### src/rtl/control_multi_hs.sv
// Multi-cycle RV32 control unit with memory / mul-div handshakes, a memory
// wait timeout that traps, and cycle / retired-instruction counters.
// Optional feature: define CONTROL_MULTI_HS_MULDIV_EN to enable the MULDIV
// state for R-type instructions with instr[25]=1.
module control_multi_hs #(
    parameter int unsigned CNT_W       = 32,
    parameter int unsigned MEM_TIMEOUT = 16,
    parameter logic [31:0] TRAP_VEC    = 32'h0000_0004
) (
    input  logic             iCLK,
    input  logic             iRST_N,
    input  logic [6:0]       iOp,
    input  logic             iF7b0,
    input  logic             iMemReady,
    input  logic             iMdDone,
    output logic             oIRWrite,
    output logic             oMemWrite,
    output logic             oMemRead,
    output logic             oIorD,
    output logic             oPCWrite,
    output logic             oPCWriteCond,
    output logic             oRegWrite,
    output logic             oOriAALU,
    output logic             oMdStart,
    output logic             oTrap,
    output logic [1:0]       oOriPC,
    output logic [1:0]       oOriBALU,
    output logic [1:0]       oMem2Reg,
    output logic [1:0]       oALUOp,
    output logic [1:0]       oTrapCause,
    output logic [31:0]      oTrapVec,
    output logic [3:0]       oState,
    output logic [CNT_W-1:0] oCycles,
    output logic [CNT_W-1:0] oInstret
);

    typedef enum logic [3:0] {
        StFetch  = 4'd0,
        StDecode = 4'd1,
        StExe    = 4'd2,
        StMem    = 4'd3,
        StWb     = 4'd4,
        StMulDiv = 4'd5,
        StTrap   = 4'd6
    } state_e;

    localparam logic [6:0] OpLoad   = 7'b0000011;
    localparam logic [6:0] OpStore  = 7'b0100011;
    localparam logic [6:0] OpR      = 7'b0110011;
    localparam logic [6:0] OpImm    = 7'b0010011;
    localparam logic [6:0] OpBranch = 7'b1100011;
    localparam logic [6:0] OpJal    = 7'b1101111;
    localparam logic [6:0] OpJalr   = 7'b1100111;
    localparam logic [6:0] OpLui    = 7'b0110111;
    localparam logic [6:0] OpAuipc  = 7'b0010111;

    localparam logic [7:0] TimeoutW = 8'(MEM_TIMEOUT);

    state_e           state_q, state_d;
    logic [7:0]       wait_q, wait_d;
    logic [7:0]       wait_inc;
    logic [1:0]       cause_q, cause_d;
    logic [CNT_W-1:0] cycles_q, instret_q;
    logic             retire;
    logic             legal_op;
    logic             md_trap;
    logic             timeout;

    assign wait_inc = wait_q + 8'd1;
    // Timeout fires in the cycle that would make the wait count reach the limit.
    assign timeout  = !iMemReady && (wait_inc >= TimeoutW);

    // Opcode legality for DECODE.
    always_comb begin
        legal_op = 1'b0;
        case (iOp)
            OpLoad, OpStore, OpR, OpImm, OpBranch,
            OpJal, OpJalr, OpLui, OpAuipc: legal_op = 1'b1;
            default:                       legal_op = 1'b0;
        endcase
    end

`ifdef CONTROL_MULTI_HS_MULDIV_EN
    assign md_trap = 1'b0;
`else
    // M-extension is absent, so an R-type with instr[25]=1 is illegal.
    assign md_trap = (iOp == OpR) && iF7b0;
    logic unused_md;
    assign unused_md = iMdDone;
`endif

    // Next-state, retirement and strobe decode from present state and opcode.
    always_comb begin
        state_d      = StFetch;
        cause_d      = cause_q;
        retire       = 1'b0;
        oIRWrite     = 1'b0;
        oMemWrite    = 1'b0;
        oMemRead     = 1'b0;
        oIorD        = 1'b0;
        oPCWrite     = 1'b0;
        oPCWriteCond = 1'b0;
        oRegWrite    = 1'b0;
        oOriAALU     = 1'b0;
        oMdStart     = 1'b0;
        oTrap        = 1'b0;
        oOriPC       = 2'b00;
        oOriBALU     = 2'b00;
        oMem2Reg     = 2'b00;
        oALUOp       = 2'b00;
        case (state_q)
            StFetch: begin
                oMemRead = 1'b1;
                oOriBALU = 2'b01;
                if (iMemReady) begin
                    oIRWrite = 1'b1;
                    oPCWrite = 1'b1;
                    state_d  = StDecode;
                end else if (timeout) begin
                    state_d = StTrap;
                    cause_d = 2'b10;
                end else begin
                    state_d = StFetch;
                end
            end
            StDecode: begin
                oOriBALU = 2'b10;
                if (!legal_op || md_trap) begin
                    state_d = StTrap;
                    cause_d = 2'b01;
                end else begin
                    state_d = StExe;
                end
            end
            StExe: begin
                case (iOp)
                    OpLoad, OpStore: begin
                        oOriAALU = 1'b1;
                        oOriBALU = 2'b10;
                        state_d  = StMem;
                    end
                    OpR: begin
                        oALUOp   = 2'b10;
                        oOriAALU = 1'b1;
                        oOriBALU = 2'b00;
`ifdef CONTROL_MULTI_HS_MULDIV_EN
                        if (iF7b0) begin
                            oMdStart = 1'b1;
                            state_d  = StMulDiv;
                        end else begin
                            state_d = StWb;
                        end
`else
                        state_d = StWb;
`endif
                    end
                    OpImm: begin
                        oALUOp   = 2'b10;
                        oOriAALU = 1'b1;
                        oOriBALU = 2'b10;
                        state_d  = StWb;
                    end
                    OpBranch: begin
                        oALUOp       = 2'b01;
                        oOriAALU     = 1'b1;
                        oPCWriteCond = 1'b1;
                        oOriPC       = 2'b01;
                        retire       = 1'b1;
                    end
                    OpJal: begin
                        oRegWrite = 1'b1;
                        oMem2Reg  = 2'b10;
                        oPCWrite  = 1'b1;
                        oOriPC    = 2'b01;
                        retire    = 1'b1;
                    end
                    OpJalr: begin
                        oRegWrite = 1'b1;
                        oMem2Reg  = 2'b10;
                        oOriAALU  = 1'b1;
                        oOriBALU  = 2'b10;
                        oPCWrite  = 1'b1;
                        oOriPC    = 2'b00;
                        retire    = 1'b1;
                    end
                    OpLui, OpAuipc: state_d = StWb;
                    default:        state_d = StFetch;
                endcase
            end
            StMem: begin
                oIorD     = 1'b1;
                oMemRead  = (iOp == OpLoad);
                oMemWrite = (iOp == OpStore);
                if (iMemReady) begin
                    if (iOp == OpLoad) begin
                        state_d = StWb;
                    end else begin
                        state_d = StFetch;
                        retire  = 1'b1;
                    end
                end else if (timeout) begin
                    state_d = StTrap;
                    cause_d = 2'b10;
                end else begin
                    state_d = StMem;
                end
            end
            StWb: begin
                oRegWrite = 1'b1;
                oMem2Reg  = (iOp == OpLoad) ? 2'b01 : 2'b00;
                retire    = 1'b1;
            end
            StMulDiv: begin
`ifdef CONTROL_MULTI_HS_MULDIV_EN
                if (iMdDone) begin
                    oRegWrite = 1'b1;
                    oMem2Reg  = 2'b11;
                    retire    = 1'b1;
                end else begin
                    state_d = StMulDiv;
                end
`else
                state_d = StFetch;
`endif
            end
            StTrap: begin
                oTrap    = 1'b1;
                oPCWrite = 1'b1;
                oOriPC   = 2'b10;
            end
            default: state_d = StFetch;
        endcase
    end

    // Wait counter runs only while FETCH or MEM is stalled; any state entry clears it.
    always_comb begin
        wait_d = 8'd0;
        if ((state_q == StFetch || state_q == StMem) && (state_d == state_q)) begin
            wait_d = wait_inc;
        end
    end

    // State, wait counter, trap cause and performance counters.
    always_ff @(posedge iCLK) begin
        if (!iRST_N) begin
            state_q   <= StFetch;
            wait_q    <= 8'd0;
            cause_q   <= 2'b00;
            cycles_q  <= '0;
            instret_q <= '0;
        end else begin
            state_q   <= state_d;
            wait_q    <= wait_d;
            cause_q   <= cause_d;
            cycles_q  <= cycles_q + CNT_W'(1);
            if (retire) begin
                instret_q <= instret_q + CNT_W'(1);
            end
        end
    end

    assign oTrapCause = cause_q;
    assign oTrapVec   = TRAP_VEC;
    assign oState     = state_q;
    assign oCycles    = cycles_q;
    assign oInstret   = instret_q;

endmodule

### config.mk
export PLATFORM = sky130hd
export DESIGN_NAME = control_multi_hs
export DESIGN_NICKNAME = d
export VERILOG_FILES = /design/src/rtl/control_multi_hs.sv
export SDC_FILE = /design/constraint.sdc
export NUM_CORES = 1
export LEC_CHECK = 0
export BUFFER_PORTS_ARGS = -buffer_cell sky130_fd_sc_hd__buf_2
export CAP_MARGIN = 20
export CORE_MARGIN = 1.5
export CORE_UTILIZATION = 30
export CTS_CLUSTER_SIZE = 24
export DETAILED_ROUTE_END_ITERATION = 6
export SLEW_MARGIN = 10
export SYNTH_ARGS = -nofsm -noshare
export SYNTH_HDL_FRONTEND = slang
export SYNTH_SLANG_ARGS = --single-unit
### constraint.sdc
create_clock -name iCLK -period 4.8 [get_ports iCLK]
set_input_delay 0.96 -clock iCLK [delete_from_list [all_inputs] [get_ports iCLK]]
set_output_delay 0.96 -clock iCLK [all_outputs]
set_load 0.02 [all_outputs]
After elaboration in Yosys (flattened, before gate mapping)
Cells that the tools add are included.
{"block": "classes", "n_addsub": 3, "multipliers": 0, "div": 0, "order_cmp": 1, "eq_ne": 18, "shift": 0, "mux": 39, "bitwise": 0, "n_reduce_logical": 21}
{"op": "$add 32x1->32 const B", "n": 2}
{"op": "$eq 7x6->1 const B", "n": 3}
{"op": "$eq 7x7->1 const B", "n": 3}
{"op": "$mux 1", "n": 16}
{"op": "$pmux 2 s2", "n": 4}
{"op": "$pmux 4 s4", "n": 1}
{"op": "$mux 3", "n": 5}
{"op": "$eq 7x5->1 const B", "n": 2}
{"op": "$mux 2", "n": 6}
{"op": "$reduce_or 2->1", "n": 5}
{"op": "$reduce_or 9->1", "n": 1}
{"op": "$add 8x1->8 const B", "n": 1}
{"op": "$eq 4x2->1 const B", "n": 2}
{"op": "$eq 4x3->1 const B", "n": 2}
{"op": "$ge 8x5->1 const B", "n": 1}
{"op": "$reduce_or 4->1", "n": 2}
{"op": "$eq 7x2->1 const B", "n": 1}
{"op": "$pmux 1 s3", "n": 2}
{"op": "$pmux 2 s3", "n": 1}
{"op": "$pmux 3 s2", "n": 1}
{"op": "$reduce_or 6->1", "n": 1}
{"op": "$eq 4x1->1 const B", "n": 1}
{"op": "$eq 4x4->1", "n": 1}
{"op": "$logic_not 4->1", "n": 1}
{"op": "other kinds (11)", "n": 17}
{"block": "word_totals", "regBits": 78, "latch_bits": 0, "mem_bits_rw": 0, "mem_bits_ro": 0, "input_bits": 12, "output_inout_bits": 120, "word_cells": 87, "mem_count": 0}

Logic depth before layout (Yosys ltp)
{"block": "depth", "word_depth": 10, "mapped_depth": 8, "depth_no_buf": 6}

Worst setup path after synthesis
No wires, ideal clock.
{"block": "synth_timing", "path_type": "input-to-output", "startpoint": "in iOp[2]", "endpoint": "out oMemRead", "arrival_time_ns": 2.319, "required_time_ns": 3.840, "slack_ns": 1.521, "cell_stages": 4, "path_buffers": 1, "cell_sequence": "buf_6 -> or4_4 -> or3_1 -> o21bai_1"}
{"block": "synth_via", "elab_chain_cells": 2}
{"item": "start: declaration", "line_no": "12", "rtl": "input logic [6:0] iOp,"}
{"item": "$eq 7x2->1", "line_no": "192", "rtl": "oMemRead = (iOp == OpLoad);"}
{"item": "$pmux 1 s2", "line_no": "111", "rtl": "case (state_q)"}
{"item": "end: declaration", "line_no": "18", "rtl": "output logic oMemRead,"}
No other way between the ends.

Final worst setup path
Same ends and word-level chain as after synthesis.

==> flow_metrics.env <==
export IMPL_rsz0062_at_grt="false"
export IMPL_drc=0
export IMPL_clk_latency_ns=0.34
export IMPL_die_w_um=120
export IMPL_worstReg2RegEnd="oInstret[30]$_SDFFE_PN0P_"
export IMPL_stdcell_count=760
export IMPL_h_tree_depth=3
export IMPL_grt_pass1_wl_um=15700
export IMPL_power_w=0.00159
export IMPL_ctsHoldBuffers=0
export IMPL_drt_iter0_drc=163
export IMPL_firstDrtPassIters=4
export IMPL_nNetsFinal=595
export IMPL_cts_root_buf="clkbuf_16"
export IMPL_synthDistinctLibCells=60
export IMPL_placed_cells=744
export IMPL_drive_gt1_share_pct=22.1
export IMPL_post_cts_setup_buffer_count=0
export IMPL_multi_input_area_um2=2300
export IMPL_whs_ns=0.472
export IMPL_dieArea_um2=14500
export IMPL_grt_overflow=0
export IMPL_clock_sinks=77
export IMPL_r2r_start="oState[1]$_SDFF_PN0_"
export IMPL_final_hold_violation_count=0
export IMPL_syn_avg_cell_area_um2=8.41
export IMPL_layout_common_cells="buf_2, dfxtp_1, nor2_1"
export IMPL_slew_viol_final=0
export IMPL_yosysTopAreaCellShare_pct=37.3
export IMPL_drt_wl_total_um=9850
export IMPL_syn_area_um2=4140
export IMPL_final_area_um2=4950
export IMPL_vias=3770
export IMPL_fillers=1395
export IMPL_wl_per_cell_um=13.0
export IMPL_viasPerCell=4.96
export IMPL_powerDensity_nw_per_um2=321
export IMPL_cp_max_fo=10
export IMPL_use_met3_pct=4.62
export IMPL_irDropWorstVdd_mv=0.144
export IMPL_yosysSeqAreaShare_pct=37.3
export IMPL_grt_max_degree=52
export IMPL_antenna_found_initial=0
export IMPL_cts_buffers=9
export IMPL_fin_crit_sh_pct=69.7
export IMPL_cap_violations=0
export IMPL_die_y_um=120
export IMPL_io_pins=132
export IMPL_antenna_cells=0
export IMPL_fin_tns_setup_ns=0
export IMPL_synthCells=492
export IMPL_worstMarginPinSlew_ns=0.727
export IMPL_postRouteAntennaNets=0
export IMPL_fin_crit_ns=3.35
export IMPL_startpoint_type="input pin"
export IMPL_yosysTopAreaCell="dfxtp_1"
export IMPL_fmax_ghz=0.299
export IMPL_yosysWarnings=0
export IMPL_rows=42
export IMPL_portBuffers=96
export IMPL_core_area_um2=13300
export IMPL_layout_area_seq_um2=1540
export IMPL_worst_setup_path_type="in -> out"
export IMPL_path_clk_slew_ns=0.06
export IMPL_synth_edf_count=0
export IMPL_grt_pass1_vias=3304
export IMPL_start_util_pct=31.0
export IMPL_end_kind="primary output"
export IMPL_routabilityCongestion=0.811
export IMPL_crit_path_end="oMemRead"
export IMPL_slew_headroom_pct=51.1
export IMPL_r2r_slack_ns=2.16
export IMPL_tritoncts="yes"
export IMPL_gr_usage_met2_pct=21.3
export IMPL_synth_async_reset_ratio_pct=0
export IMPL_p_leak_nw=2.05
export IMPL_crit_start="iOp[2]"
export IMPL_place_area_um2=4610
export IMPL_setup_violations=0
export IMPL_cts_buffer_depth=2
export IMPL_synth_seq_cells=77
export IMPL_hp_class="reg -> reg"
export IMPL_busiest_layer="met2"
export IMPL_gr_usage_met1_pct=16.6
export IMPL_clock_skew_ns=0.00588
export IMPL_syn_to_final_growth_pct=19.6
export IMPL_cp_arrival_ns=2.39
export IMPL_outcome="finished clean"
export IMPL_worstPathRequired_ns=3.84
export IMPL_synth_area_leaders="dfxtp_1, buf_4, a21oi_1, xnor2_1, nor2_1"
export IMPL_cts_resized=0
export IMPL_place_hpwl_um=7100
export IMPL_layout_commonest_cell="buf_2"
export IMPL_reg2regPathDepth=6
export IMPL_synthFlopType="dfxtp_1"
export IMPL_grtUsageTotal_pct=13.4
[layer usage]
layer / vias up / routed length [um]
met4: 0 / 212
met3: 18 / 701
met2: 128 / 4440
met5: - / 0
li1: 1864 / -
met1: 1760 / 4490
[metrics by stage]
step	setup slack [ns]	utilization, %
after floorplan	1.52	-
after global placement	1.46	34.5
after detailed placement	1.46	34.5
after CTS	1.46	37.1
after global routing	1.40	37.1
final	1.45	37.1
[worst max-delay path, cell delays in order]
cell and delay (ns):
buf_2 0.16, or4_4 0.56, or3_1 0.38, o21bai_1 0.16, buf_2 0.18
[flip-flops by register name, indices dropped and copies added, names as in the netlist]
signal	cells
oState	3
wait_q	8
oTrapCause	2
oCycles	32
oInstret	32
[cell usage after synthesis, drive strengths merged (3+ instances only)]
master and instances:
nand4 19, or3 24, o21ai 26, o211ai 6, dfxtp 77, o31ai 9
nand3b 3, inv 11, ha 4, and4 3, nor2b 3, a21oi 34
and3 9, or4 10, o2111ai 3, xor2 16, nor3 8, nand2b 3
xnor2 18, a31oi 4, nand3 24, nor4 6, nor2 41, a211oi 5
clkbuf 16, nand2 26, buf 43, and2 17
[power by group]
group / internal [W] / switching (W) / total, W
clock: 0.000508 / 0.000264 / 0.000772
sequential: 0.000651 / 0.0000163 / 0.000667
combinational: 0.0000435 / 0.000108 / 0.000151
total: 0.00120 / 0.000388 / 0.00159
[area by class of cell]
cell class / instances / share of cell area [%]
clock buffers: 10 / 4.63
inverters: 12 / 0.910
flip-flops and latches: 77 / 31.2
multi-input cells: 380 / 46.4
clock inverters: 6 / 2.25
repair buffers: 99 / 10.2
well taps: 176 / 4.45
[logic make-up (layout without fill, tap and decap cells)]
family | Yosys count | in the layout | share of synthesized area [%]
adder cells (fa/ha/maj) | 4 | 4 | 1.21
buffers and inverters | 71 | 127 | 10.5
multiplexers | 1 | 1 | 0.242
XOR/XNOR | 34 | 34 | 7.20
other | 2 | 38 | 0.182
AO/OA/AOI/OAI | 99 | 99 | 15.7
AND/OR/NAND/NOR | 204 | 204 | 27.7
flip-flops | 77 | 77 | 37.3
[how the worst min path moves through the flow]
stage,end,startpoint,cells past startpoint,slack (ns)
6_report,oCycles[0]$_SDFF_PN0_,oCycles[0]$_SDFF_PN0_,1,0.47
5_1_grt,oCycles[0]$_SDFF_PN0_,oCycles[0]$_SDFF_PN0_,1,0.49
4_1_cts,oCycles[0]$_SDFF_PN0_,oCycles[0]$_SDFF_PN0_,1,0.48
3_5_place_dp,oCycles[0]$_SDFF_PN0_,oCycles[0]$_SDFF_PN0_,1,0.46
3_3_place_gp,oCycles[0]$_SDFF_PN0_,oCycles[0]$_SDFF_PN0_,1,0.45
2_1_floorplan,wait_q[0]$_SDFF_PN0_,wait_q[0]$_SDFF_PN0_,1,0.48
No activity file was read; power rests on OpenSTA's default activity.
